==> src/rtl/multdiv_ctrl.sv <==
// Sequencer for the shared iterative mult/div unit: latch, launch, stall, single writeback.
// Optional watchdog on the BUSY wait is enabled by defining MULTDIV_WATCHDOG_EN.
module multdiv_ctrl #(
  parameter int DATA_WIDTH  = 32,
  parameter int REG_ADDR_W  = 5,
  parameter int STATUS_REG  = 30,
  parameter int EXC_MULT    = 4,
  parameter int EXC_DIV     = 5,
  parameter int EXC_TIMEOUT = 6,
  parameter int TIMEOUT     = 40
) (
  input  logic                  clock,
  input  logic                  reset,
  input  logic                  md_valid,
  input  logic                  md_is_div,
  input  logic [REG_ADDR_W-1:0] md_rd,
  input  logic [DATA_WIDTH-1:0] md_a,
  input  logic [DATA_WIDTH-1:0] md_b,
  output logic                  unit_start,
  output logic                  unit_is_div,
  output logic [DATA_WIDTH-1:0] unit_a,
  output logic [DATA_WIDTH-1:0] unit_b,
  input  logic                  unit_ready,
  input  logic [DATA_WIDTH-1:0] unit_result,
  input  logic                  unit_exception,
  output logic                  stall,
  output logic                  busy,
  output logic                  wb_en,
  output logic [REG_ADDR_W-1:0] wb_reg,
  output logic [DATA_WIDTH-1:0] wb_data
);

  typedef enum logic [1:0] {
    S_IDLE  = 2'd0,
    S_START = 2'd1,
    S_BUSY  = 2'd2,
    S_WB    = 2'd3
  } state_t;

  state_t                r_state;
  state_t                w_state_next;
  logic                  r_is_div;
  logic [REG_ADDR_W-1:0] r_rd;
  logic [DATA_WIDTH-1:0] r_a;
  logic [DATA_WIDTH-1:0] r_b;
  logic [DATA_WIDTH-1:0] r_result;
  logic                  r_exc;
  logic                  r_timeout;
  logic                  w_expire;
  logic                  w_finish;

`ifdef MULTDIV_WATCHDOG_EN
  localparam int CNT_W = $clog2(TIMEOUT + 1);
  logic [CNT_W-1:0] r_cnt;

  // Count holds the number of completed BUSY cycles; this is the TIMEOUT-th one.
  assign w_expire = (r_state == S_BUSY) && (r_cnt == CNT_W'(TIMEOUT - 1));

  always_ff @(posedge clock) begin
    if (reset) begin
      r_cnt <= '0;
    end else if (r_state == S_START) begin
      r_cnt <= '0;
    end else if (r_state == S_BUSY) begin
      r_cnt <= r_cnt + 1'b1;
    end
  end
`else
  // Constant-false expiry; BUSY only leaves on unit_ready.
  assign w_expire = (TIMEOUT < 0);
`endif

  assign w_finish = (r_state == S_BUSY) && (unit_ready || w_expire);

  always_comb begin
    w_state_next = r_state;
    case (r_state)
      S_IDLE:  if (md_valid) w_state_next = S_START;
      S_START: w_state_next = S_BUSY;
      S_BUSY:  if (unit_ready || w_expire) w_state_next = S_WB;
      S_WB:    w_state_next = S_IDLE;
      default: w_state_next = S_IDLE;
    endcase
  end

  always_ff @(posedge clock) begin
    if (reset) begin
      r_state   <= S_IDLE;
      r_is_div  <= 1'b0;
      r_rd      <= '0;
      r_a       <= '0;
      r_b       <= '0;
      r_result  <= '0;
      r_exc     <= 1'b0;
      r_timeout <= 1'b0;
    end else begin
      r_state <= w_state_next;
      if (r_state == S_IDLE && md_valid) begin
        r_is_div  <= md_is_div;
        r_rd      <= md_rd;
        r_a       <= md_a;
        r_b       <= md_b;
        r_exc     <= 1'b0;
        r_timeout <= 1'b0;
      end
      // A ready arriving together with expiry wins, so timeout needs !unit_ready.
      if (w_finish) begin
        r_result  <= unit_result;
        r_exc     <= unit_ready & unit_exception;
        r_timeout <= ~unit_ready;
      end
    end
  end

  assign unit_start  = (r_state == S_START);
  assign unit_is_div = r_is_div;
  assign unit_a      = r_a;
  assign unit_b      = r_b;
  assign busy        = (r_state != S_IDLE);
  assign stall       = ((r_state == S_IDLE) && md_valid) || (r_state == S_START) ||
                       (r_state == S_BUSY);

  always_comb begin
    wb_en   = 1'b0;
    wb_reg  = '0;
    wb_data = '0;
    if (r_state == S_WB) begin
      if (r_timeout) begin
        wb_en   = 1'b1;
        wb_reg  = REG_ADDR_W'(STATUS_REG);
        wb_data = DATA_WIDTH'(EXC_TIMEOUT);
      end else if (r_exc) begin
        wb_en   = 1'b1;
        wb_reg  = REG_ADDR_W'(STATUS_REG);
        wb_data = r_is_div ? DATA_WIDTH'(EXC_DIV) : DATA_WIDTH'(EXC_MULT);
      end else if (r_rd != '0) begin
        wb_en   = 1'b1;
        wb_reg  = r_rd;
        wb_data = r_result;
      end
    end
  end

endmodule

==> config.mk <==
export PLATFORM = sky130hd
export DESIGN_NAME = multdiv_ctrl
export DESIGN_NICKNAME = d
export VERILOG_FILES = /design/src/rtl/multdiv_ctrl.sv
export SDC_FILE = /design/constraint.sdc
export NUM_CORES = 1
export LEC_CHECK = 0
export BUFFER_PORTS_ARGS = -buffer_cell sky130_fd_sc_hd__buf_2
export CAP_MARGIN = 20
export CELL_PAD_IN_SITES_DETAIL_PLACEMENT = 1
export CELL_PAD_IN_SITES_GLOBAL_PLACEMENT = 2
export CORE_ASPECT_RATIO = 0.8
export CORE_MARGIN = 8
export CORE_UTILIZATION = 23
export CTS_CLUSTER_SIZE = 20
export DETAILED_ROUTE_END_ITERATION = 10
export GPL_ROUTABILITY_DRIVEN = 0
export PLACE_DENSITY_LB_ADDON = 0.1
export SETUP_SLACK_MARGIN = 0.1
export SYNTH_ARGS = -nofsm -noshare
export SYNTH_HDL_FRONTEND = slang
export SYNTH_SLANG_ARGS = --single-unit
==> constraint.sdc <==
create_clock -name clock -period 1.8 [get_ports clock]
set_input_delay 0.27 -clock clock [delete_from_list [all_inputs] [get_ports clock]]
set_output_delay 0.27 -clock clock [all_outputs]
set_load 0.005 [all_outputs]
==> qor.txt, run 1 <==
largest net degree at the start of global routing = 47
cells after synthesis = 526
sequential share of the synthesized area = 52.09%
Die Y = 135.0 um
FF+latch count, synth = 106
LEAKAGE = 2.800 nW
total track usage = 13.80%
internal power = 0.004875 W
Pwr Density = 1168 nW/um2
Total Neg Setup Slack = -5.397 ns
Reg area = 2140 um2
HP Start = md_a[25]
commonest non-fill, non-tap cells in the layout = 208 x nand2_1, 181 x buf_2, 106 x a21oi_1
Switching Fraction = 33.45%
combinational share of power = 32.5%
sequential share of power = 40.5%
Netlist cell types = 28
Yosys top cell area share = 52.09%
Clk pwr share = 26.9%
CTS clock-pin slew for the worst setup and hold paths = 0.08 ns
Yosys top cell by area = dfxtp_1
violated checks = negative setup slack
Horiz. Die Dim = 164.8 um
root buffer cell = clkbuf_16
Hold Crit Class = input pin to flip-flop
# Max-Cap Violations = 0
TritonCTS Buffers = 9
maximum fanout along the worst path = 8
initial antenna violation count = 2
nets@finish = 851
drt total wl = 15,720 um
sw power = 0.002451 W
Die ar. = 22,250 um2
Yosys warnings = 0
Clock H-tree levels = 3
routed vias = 4,202
area grow syn2layout = 54.02%
fmax = 0.5017 GHz
drt pass-1 iters = 4
WP data required = 1.53 ns
fin crit period = 1.993 ns
Final Power = 0.007326 W
crit path DAT = 1.72 ns
status = finished, violations left
Tcrit/Tclk final = 110.7%
Mapped Avg Cell Area = 7.745 um2
Layout Skew = 0.009842 ns
Slew HR = 62.39%
Final Hold Vio Count = 0
Placement Cell Area = 5430 um2
Finish-stage setup viols = 34
RSZ-0062 raised after global routing = true
Port Buffers = 212
Worst setup startpoint = r_timeout
drt drc = 0
Skew-Pair Late Insertion Delay = 0.35 ns
Inst Count DP = 938
WL/cell = 16.18 um
post-route ant nets = 0
CTS sink count = 106
Fill cells = 2,134
most common cell after layout, fill and taps aside = nand2_1
first-pass GRT wire length = 24,060 um
Setup Crit Path Kind = flip-flop to output port
Fin Hold WS = 0.1515 ns
Slew Limit Fails = 0
top post-synthesis cells by area = dfxtp_1 52%, nand2_1 19%, a21oi_1 13%
worst reg2reg setup slack = 0.22 ns
crit path launch type = flip-flop
layout cells sized above 1 = 41.61%
Post-CTS Hold Buffers = 0
# rows = 43
I/O pin count = 213
reg2reg start = r_state[1]
CP endpoint kind = output port
Peak VDD IR = 0.4384 mV
drt initial violations = 170
core footprint = 17,320 um2
Mapped Area = 4074 um2
vias in the first global route = 4,421
Worst Reg-to-Reg Cells = 8
fin worst setup slack = -0.1931 ns
routed vias/inst = 4.327
Multi-input gate area = 1896 um2
Initial Util = 23.52%
final design area excluding fillers = 6275 um2
Layout Cells excl Fill = 971
DP HPWL = 11,110 um
CTS tree = done
syn_nets = 637
hold path depth = 3
total grt overflow = 0
worst slew pin tran = 0.5642 ns
clock buffer depth = 2
power groups by stage:
stage	logic, W	clock network, W	registers, W
after detailed placement	0.00212	0	0.00301
after floorplan	0.00110	0	0.00301
after global placement	0.00205	0	0.00300
after global routing	0.00269	0.00219	0.00302
after CTS	0.00243	0.00208	0.00298
final	0.00238	0.00197	0.00297
worst max-delay path, stage by stage, from the launching register on:
cell	delay, ns
dfxtp_4	0.36
or2_4	0.25
a211oi_4	0.24
buf_6	0.18
buf_12	0.13
and2_4	0.14
buf_6	0.09
state kept, by name (all words and copies together) (netlist names):
signal	cells
unit_b	32
unit_is_div	1
r_rd	5
r_exc	1
unit_a	32
r_state	2
r_timeout	1
r_result	32
cells in the mapped netlist:
cell / instances
buf_1: 2
o21ai_0: 2
nand3b_1: 1
nor4_4: 1
nor2_1: 8
nor4b_1: 1
a31oi_1: 1
a211oi_2: 1
nor3_1: 1
o22ai_1: 1
buf_2: 12
nand4b_1: 1
clkbuf_2: 1
or2_4: 1
and2_1: 15
o21ba_2: 1
and3_1: 2
nand2b_1: 2
clkbuf_1: 20
and2_2: 17
ha_1: 4
buf_6: 2
nand2_1: 209
nand3_1: 2
or3_1: 1
dfxtp_1: 106
a21oi_1: 106
inv_1: 5
final cells by class:
cell class / count / area share, %
multi-input cells: 378 / 30.21
clock buffers: 12 / 4.247
well taps: 225 / 4.487
repair buffers: 240 / 25.96
clock inverters: 4 / 0.5384
inverters: 5 / 0.4187
flip-flops and latches: 106 / 34.10
diodes: 1 / 0.03988
through the flow:
stage	setup slack (ns)	util, %
3_3_place_gp	0.1981	31.34
2_1_floorplan	0.2255	-
5_1_grt	-0.2683	36.22
4_1_cts	-0.2161	35.82
6_report	-0.1931	36.22
3_5_place_dp	0.1286	31.34
layer usage:
layer,part of all wire [%],track usage [%],vias to the layer above
met5,0.11,0,-
met4,1.1,3.746,2
met3,9.6,6.419,14
met2,48,22.82,117
met1,41,15.73,1962
li1,-,-,2107
logic make-up (layout without fill, tap and decap cells):
kind of cell / count (synthesis) / count (layout) / synth area share (%)
compound gates: 112 / 112 / 14.13
fa+ha+maj: 4 / 4 / 1.229
buf+inv: 42 / 261 / 4.638
flops: 106 / 106 / 52.09
other cells: 0 / 1 / 0
simple gates: 262 / 262 / 27.92
worst paths after layout:
kind	end
min	unit_a[25]
max	wb_data[26]
max reg2reg	unit_a[8]
min reg2reg	unit_a[3]
what timing repair did:
action / CTS / global route
endpoints found under the hold margin: 0 / 0
gates resized for setup: 87 / 11
buffers inserted: 9 / 5
gates cloned: 3 / 0
pin swaps: 38 / 3
endpoints found under the setup margin: 33 / 35
Power figures use the tool's default switching activity.
==> run 2, diff against run 1 <==
--- a/config.mk
+++ b/config.mk
@@ -9,7 +9,7 @@
 export CAP_MARGIN = 20
 export CELL_PAD_IN_SITES_DETAIL_PLACEMENT = 1
 export CELL_PAD_IN_SITES_GLOBAL_PLACEMENT = 2
-export CORE_ASPECT_RATIO = 0.8
+export CORE_ASPECT_RATIO = 0.5
 export CORE_MARGIN = 8
 export CORE_UTILIZATION = 23
 export CTS_CLUSTER_SIZE = 20
==> run 2 against run 1 <==
The run still ends with negative setup slack left; critical path depth unchanged; routed wire length is 1.7% lower; largest cell class unchanged; clock power is 5% lower; sequential power barely moved.
==> qor.txt, run 2 (same netlist as run 1, synthesis figures left out) <==
status = finished, violations left
violated checks = negative setup slack
Port Buffers = 212 (unchanged)
DP HPWL = 10,950 um (-1.4%)
Slew HR = 65.90% (+3.5 points)
# rows = 34 (-21%)
Pwr Density = 1149 nW/um2 (-1.6%)
CTS tree = done
hold path depth = 3 (unchanged)
root buffer cell = clkbuf_16
CP delay by family, top = simple AND/OR/NAND/NOR gates
I/O pin count = 213 (unchanged)
Clock H-tree levels = 3 (unchanged)
total track usage = 12.97% (-0.84 points)
Peak VDD IR = 0.4888 mV (+12%)
drt drc = 0 (unchanged)
initial antenna violation count = 2 (unchanged)
WL/cell = 15.85 um (-2.1%)
crit path launch type = flip-flop
routed vias = 4,160 (-1.0%)
routed vias/inst = 4.267 (-1.4%)
CTS sink count = 106 (unchanged)
clock buffer depth = 2 (unchanged)
Multi-input gate area = 1878 um2 (-0.92%)
core footprint = 17,360 um2 (+0.19%)
Horiz. Die Dim = 204.2 um (+24%)
Total Neg Setup Slack = -5.872 ns (-0.4756 ns)
# Max-Cap Violations = 0 (unchanged)
Crit path depth = 6 (unchanged)
Fill cells = 2,128 (-0.28%)
met2 global-route usage = 22.87% (+0.048 points)
Worst Reg-to-Reg Cells = 6 (-2)
nets@finish = 848 (-0.35%)
Crit path largest cell delay = 0.34 ns (-0.02 ns)
WP data required = 1.53 ns (about the same)
Skew-Pair Late Insertion Delay = 0.34 ns (about the same)
Layout Skew = 0.004354 ns (-0.005488 ns)
Finish-stage setup viols = 32 (-5.9%)
worst slew pin tran = 0.5115 ns (-0.05270 ns)
Critical path buffers and inverters = 3 (unchanged)
Fin Hold WS = 0.1560 ns (+0.004558 ns)
Reg area = 2137 um2 (-0.12%)
layout cells sized above 1 = 41.16% (-0.45 points)
vias in the first global route = 4,337 (-1.9%)
maximum fanout along the worst path = 7 (-1)
most common cell after layout, fill and taps aside = nand2_1
area grow syn2layout = 51.60%
fmax = 0.4955 GHz (-1.2%)
Final Hold Vio Count = 0 (unchanged)
GRT met1 Usage = 14.84% (-0.89 points)
commonest non-fill, non-tap cells in the layout = 208 x nand2_1, 182 x buf_2, 106 x a21oi_1
CP max-delay cell = dfxtp_2
TritonCTS Buffers = 9 (unchanged)
CTS clock-pin slew for the worst setup and hold paths = 0.07 ns (about the same)
fin crit period = 2.018 ns (+0.02494 ns)
first-pass GRT wire length = 23,100 um (-4.0%)
critical-path cell list = or2_4 -> a211oi_4 -> buf_6 -> buf_16 -> and2_4 -> buf_6
drt pass-1 iters = 4 (unchanged)
total grt overflow = 0 (unchanged)
Initial Util = 23.47% (-0.044 points)
Inserted Diodes = 0 (-1)
drt total wl = 15,450 um (-1.7%)
Setup Crit Path Kind = flip-flop to output port
Post-CTS Hold Buffers = 0 (unchanged)
met3 usage = 5.572% (-0.85 points)
LEAKAGE = 2.760 nW (-1.4%)
RSZ-0062 raised after global routing = true
fin worst setup slack = -0.2180 ns (-0.02494 ns)
Die Y = 110.1 um (-18%)
CP endpoint kind = output port
layer with the highest usage = met2
CP most frequent cell = buf_6
Die ar. = 22,490 um2 (+1.0%)
crit path DAT = 1.75 ns (+0.03 ns)
Tcrit/Tclk final = 112.1% (+1.4 points)
Slew Limit Fails = 0 (unchanged)
Hold Crit Class = input pin to flip-flop
post-route ant nets = 0 (unchanged)
drt initial violations = 103 (-39%)
largest net degree at the start of global routing = 44 (-6.4%)
==> run 2: report_power, final <==
part,internal [W],switching [W]
clock network,0.00100,0.000869
registers,0.00276,0.000226
logic,0.000971,0.00127
total,0.00473,0.00236
==> run 2: final timing paths <==
kind	from	endpoint	slack (ns)
worst max-delay path	r_timeout	wb_data[7]	-0.22
worst min-delay path	md_a[19]	unit_a[19]	0.16
worst max register to register	r_state[0]	r_result[27]	0.30
worst min register to register	unit_a[16]	unit_a[16]	0.45
==> run 2: repair_timing <==
action,4_1_cts,5_1_grt
pin swaps,15,22
setup endpoints to repair,33,35
endpoints found under the hold margin,0,0
cloned,2,1
resized for setup,55,36
buffers inserted,6,3
==> run 2: cell type report <==
type | count | area share (%)
clock buffer | 12 | 4.153
clock inverter | 3 | 0.2431
inverter | 5 | 0.3849
multi-input combinational | 378 | 30.41
sequential | 106 | 34.60
tap | 234 | 4.741
timing repair buffer | 237 | 25.47
==> run 2: worst min-delay path, stage by stage <==
cell and delay (ns):
buf_2 0.09, nand2_1 0.04, a21oi_1 0.05
==> run 2: through the flow <==
step	instances	cell area, um2	worst slack, ns	power (W)	utilization, %
after global placement	949	5451	0.1958	0.005108	31.41
after detailed placement	949	5451	0.1197	0.005135	31.41
after floorplan	526	4074	0.2255	0.004114	-
final	975	6176	-0.2180	0.007097	35.58
after global routing	975	6176	-0.2792	0.007625	35.58
after CTS	972	5993	-0.2265	0.007221	34.53
==> run 2: layer usage <==
metal | vias to the layer above | share of wire [%]
met3 | 9 | 7.5
li1 | 2100 | -
met5 | - | 0.14
met4 | 4 | 0.45
met1 | 1952 | 43
met2 | 95 | 49
==> run 3, diff against run 2 <==
--- a/config.mk
+++ b/config.mk
@@ -11,7 +11,7 @@
 export CELL_PAD_IN_SITES_GLOBAL_PLACEMENT = 2
 export CORE_ASPECT_RATIO = 0.5
 export CORE_MARGIN = 8
-export CORE_UTILIZATION = 23
+export CORE_UTILIZATION = 21
 export CTS_CLUSTER_SIZE = 20
 export DETAILED_ROUTE_END_ITERATION = 10
 export GPL_ROUTABILITY_DRIVEN = 0
==> constraint.sdc (replaced) <==
create_clock -name clock -period 1.75 [get_ports clock]
set_input_delay 0.2625 -clock clock [delete_from_list [all_inputs] [get_ports clock]]
set_output_delay 0.2625 -clock clock [all_outputs]
set_load 0.005 [all_outputs]
==> run 3 against run 2 <==
The flow still finishes with violations (negative setup slack); largest cell class unchanged; count of clock-buffer cells in the layout decreased by 1; global-route usage is 0.73 points lower; critical path type unchanged; sequential cell count is the same; routed wire length is 1.1% lower; setup slack improved by 0.033 ns.
==> qor.txt, run 3 (same netlist as run 1, synthesis figures left out) <==
RSZ-0062 raised after global routing = true
Slew HR = 71.93% (+6.0 points)
WL/cell = 15.22 um (-4.0%)
Switching Fraction = 32.82% (-0.49 points)
fin worst setup slack = -0.1855 ns (+0.03254 ns)
worst reg2reg setup slack = 0.30 ns (about the same)
commonest non-fill, non-tap cells in the layout = 211 x buf_2, 208 x nand2_1, 106 x a21oi_1
drt pass-1 iters = 4 (unchanged)
Fill cells = 2,355 (+11%)
fin crit period = 1.935 ns
fmax = 0.5167 GHz
Worst Reg-to-Reg Cells = 7 (+1)
Multi-input gate area = 1834 um2 (-2.3%)
crit path DAT = 1.67 ns (-0.08 ns)
Finish-stage setup viols = 34 (+6.3%)
I/O pin count = 213 (unchanged)
nets@finish = 845 (-0.35%)
TritonCTS Buffers = 9 (unchanged)
violated checks = negative setup slack
Hold Crit Class = input pin to flip-flop
HP Start = md_a[27]
Peak VDD IR = 0.4997 mV (+2.2%)
Port Buffers = 212 (unchanged)
CP endpoint kind = output port
Tcrit/Tclk final = 110.6%
drt initial violations = 140 (+36%)
Post-CTS Hold Buffers = 0 (unchanged)
Clk pwr share = 27.8% (+1.4 points)
CTS tree = done
Skew-Pair Late Insertion Delay = 0.35 ns (about the same)
status = finished, violations left
Slew Limit Fails = 0 (unchanged)
total track usage = 12.24% (-0.73 points)
sw power = 0.002443 W (+3.3%)
LEAKAGE = 2.688 nW (-2.6%)
Hold Path Sink = unit_a[27]
most common cell after layout, fill and taps aside = buf_2
core footprint = 19,230 um2 (+11%)
CTS sink count = 106 (unchanged)
Layout Skew = 0.006285 ns (+0.001931 ns)
Initial Util = 21.18% (-2.3 points)
routed vias/inst = 4.048 (-5.1%)
# Max-Cap Violations = 0 (unchanged)
Clock H-tree levels = 3 (unchanged)
reg2reg end = unit_a[3]
drt total wl = 15,280 um (-1.1%)
internal power = 0.004999 W (+5.6%)
maximum fanout along the worst path = 29 (+22)
crit path launch type = flip-flop
Setup Crit Path Kind = flip-flop to output port
area grow syn2layout = 45.52%
initial antenna violation count = 2 (unchanged)
Die Y = 114.5 um (+4.0%)
Die ar. = 24,380 um2 (+8.4%)
largest net degree at the start of global routing = 41 (-6.8%)
layout cells sized above 1 = 39.21% (-1.9 points)
combinational share of power = 31.2% (-0.4 points)
Reg area = 2133 um2 (-0.18%)
reg2reg start = r_state[0]
sequential share of power = 41.1% (-1.0 points)
post-route ant nets = 0 (unchanged)
routed vias = 4,064 (-2.3%)
Pwr Density = 1255 nW/um2 (+9.2%)
hold path depth = 3 (unchanged)
CTS clock-pin slew for the worst setup and hold paths = 0.07 ns (about the same)
# rows = 36 (+5.9%)
worst slew pin tran = 0.4195 ns (-0.09195 ns)
root buffer cell = clkbuf_16
Final Hold Vio Count = 0 (unchanged)
DP HPWL = 11,150 um (+1.9%)
final core occ = 30.82% (-4.8 points)
Final Power = 0.007442 W (+4.9%)
clock buffer depth = 2 (unchanged)
WP data required = 1.49 ns (-0.04 ns)
vias in the first global route = 4,283 (-1.2%)
drt drc = 0 (unchanged)
Horiz. Die Dim = 213.0 um (+4.3%)
total grt overflow = 0 (unchanged)
first-pass GRT wire length = 23,360 um (+1.1%)
[run 3: metal layers]
metal | vias up | track usage [%] | part of all wire [%]
li1 | 2088 | - | -
met1 | 1872 | 13.86 | 42
met2 | 87 | 21.36 | 50
met3 | 15 | 4.699 | 6.6
met4 | 2 | 3.294 | 1.5
met5 | - | 0 | 0.079
[run 3: stage by stage]
step | setup WS, ns | hold slack (ns) | setup TNS [ns] | cells | area [um2]
after floorplan | 0.1830 | 0.3985 | 0 | 526 | 4074
after global placement | 0.1995 | 0.4393 | 0 | 982 | 5499
after detailed placement | 0.1436 | 0.4423 | 0 | 982 | 5499
after CTS | -0.2340 | 0.1202 | -6.796 | 1001 | 5884
after global routing | -0.2912 | 0.1307 | -8.652 | 1004 | 5928
final | -0.1855 | 0.1456 | -5.410 | 1004 | 5928
[run 3: how the worst max path moves through the flow]
stage | start | end | cells after the start
2_1_floorplan | r_state[0] | wb_data[21] | 6
3_3_place_gp | r_timeout | wb_data[31] | 5
3_5_place_dp | r_timeout | wb_data[31] | 5
4_1_cts | r_timeout | wb_data[31] | 5
5_1_grt | r_timeout | wb_data[31] | 5
6_report | r_timeout | wb_data[31] | 5
[run 3: repair_timing]
action                                  in CTS  in global routing
gates resized for setup                     21                  8
setup buffers                                5                  2
endpoints found under the setup margin      39                 39
pin swaps                                    5                  0
[run 3: area by class of cell]
type	count	area share (%)
Clock inverter	3	0.6754
Inverter	5	0.3588
Antenna cell	1	0.04221
Clock buffer	11	4.263
Timing Repair Buffer	234	22.12
Sequential cell	106	35.99
Multi-Input combinational cell	378	30.94
Tap cell	266	5.614
[run 3: power by group through the flow]
stage | Clock [W] | Combinational [W] | Sequential [W]
floorplan | 0 | 0.00113 | 0.00310
global placement | 0 | 0.00217 | 0.00309
detailed placement | 0 | 0.00219 | 0.00310
CTS | 0.00219 | 0.00235 | 0.00305
global route | 0.00228 | 0.00263 | 0.00311
finish | 0.00207 | 0.00232 | 0.00306
[run 3: critical path, stage by stage, from the launching register on]
cell and delay, ns:
dfxtp_2 0.34, or2_4 0.28, a211oi_4 0.25, buf_12 0.19, and2_2 0.15, buf_2 0.11
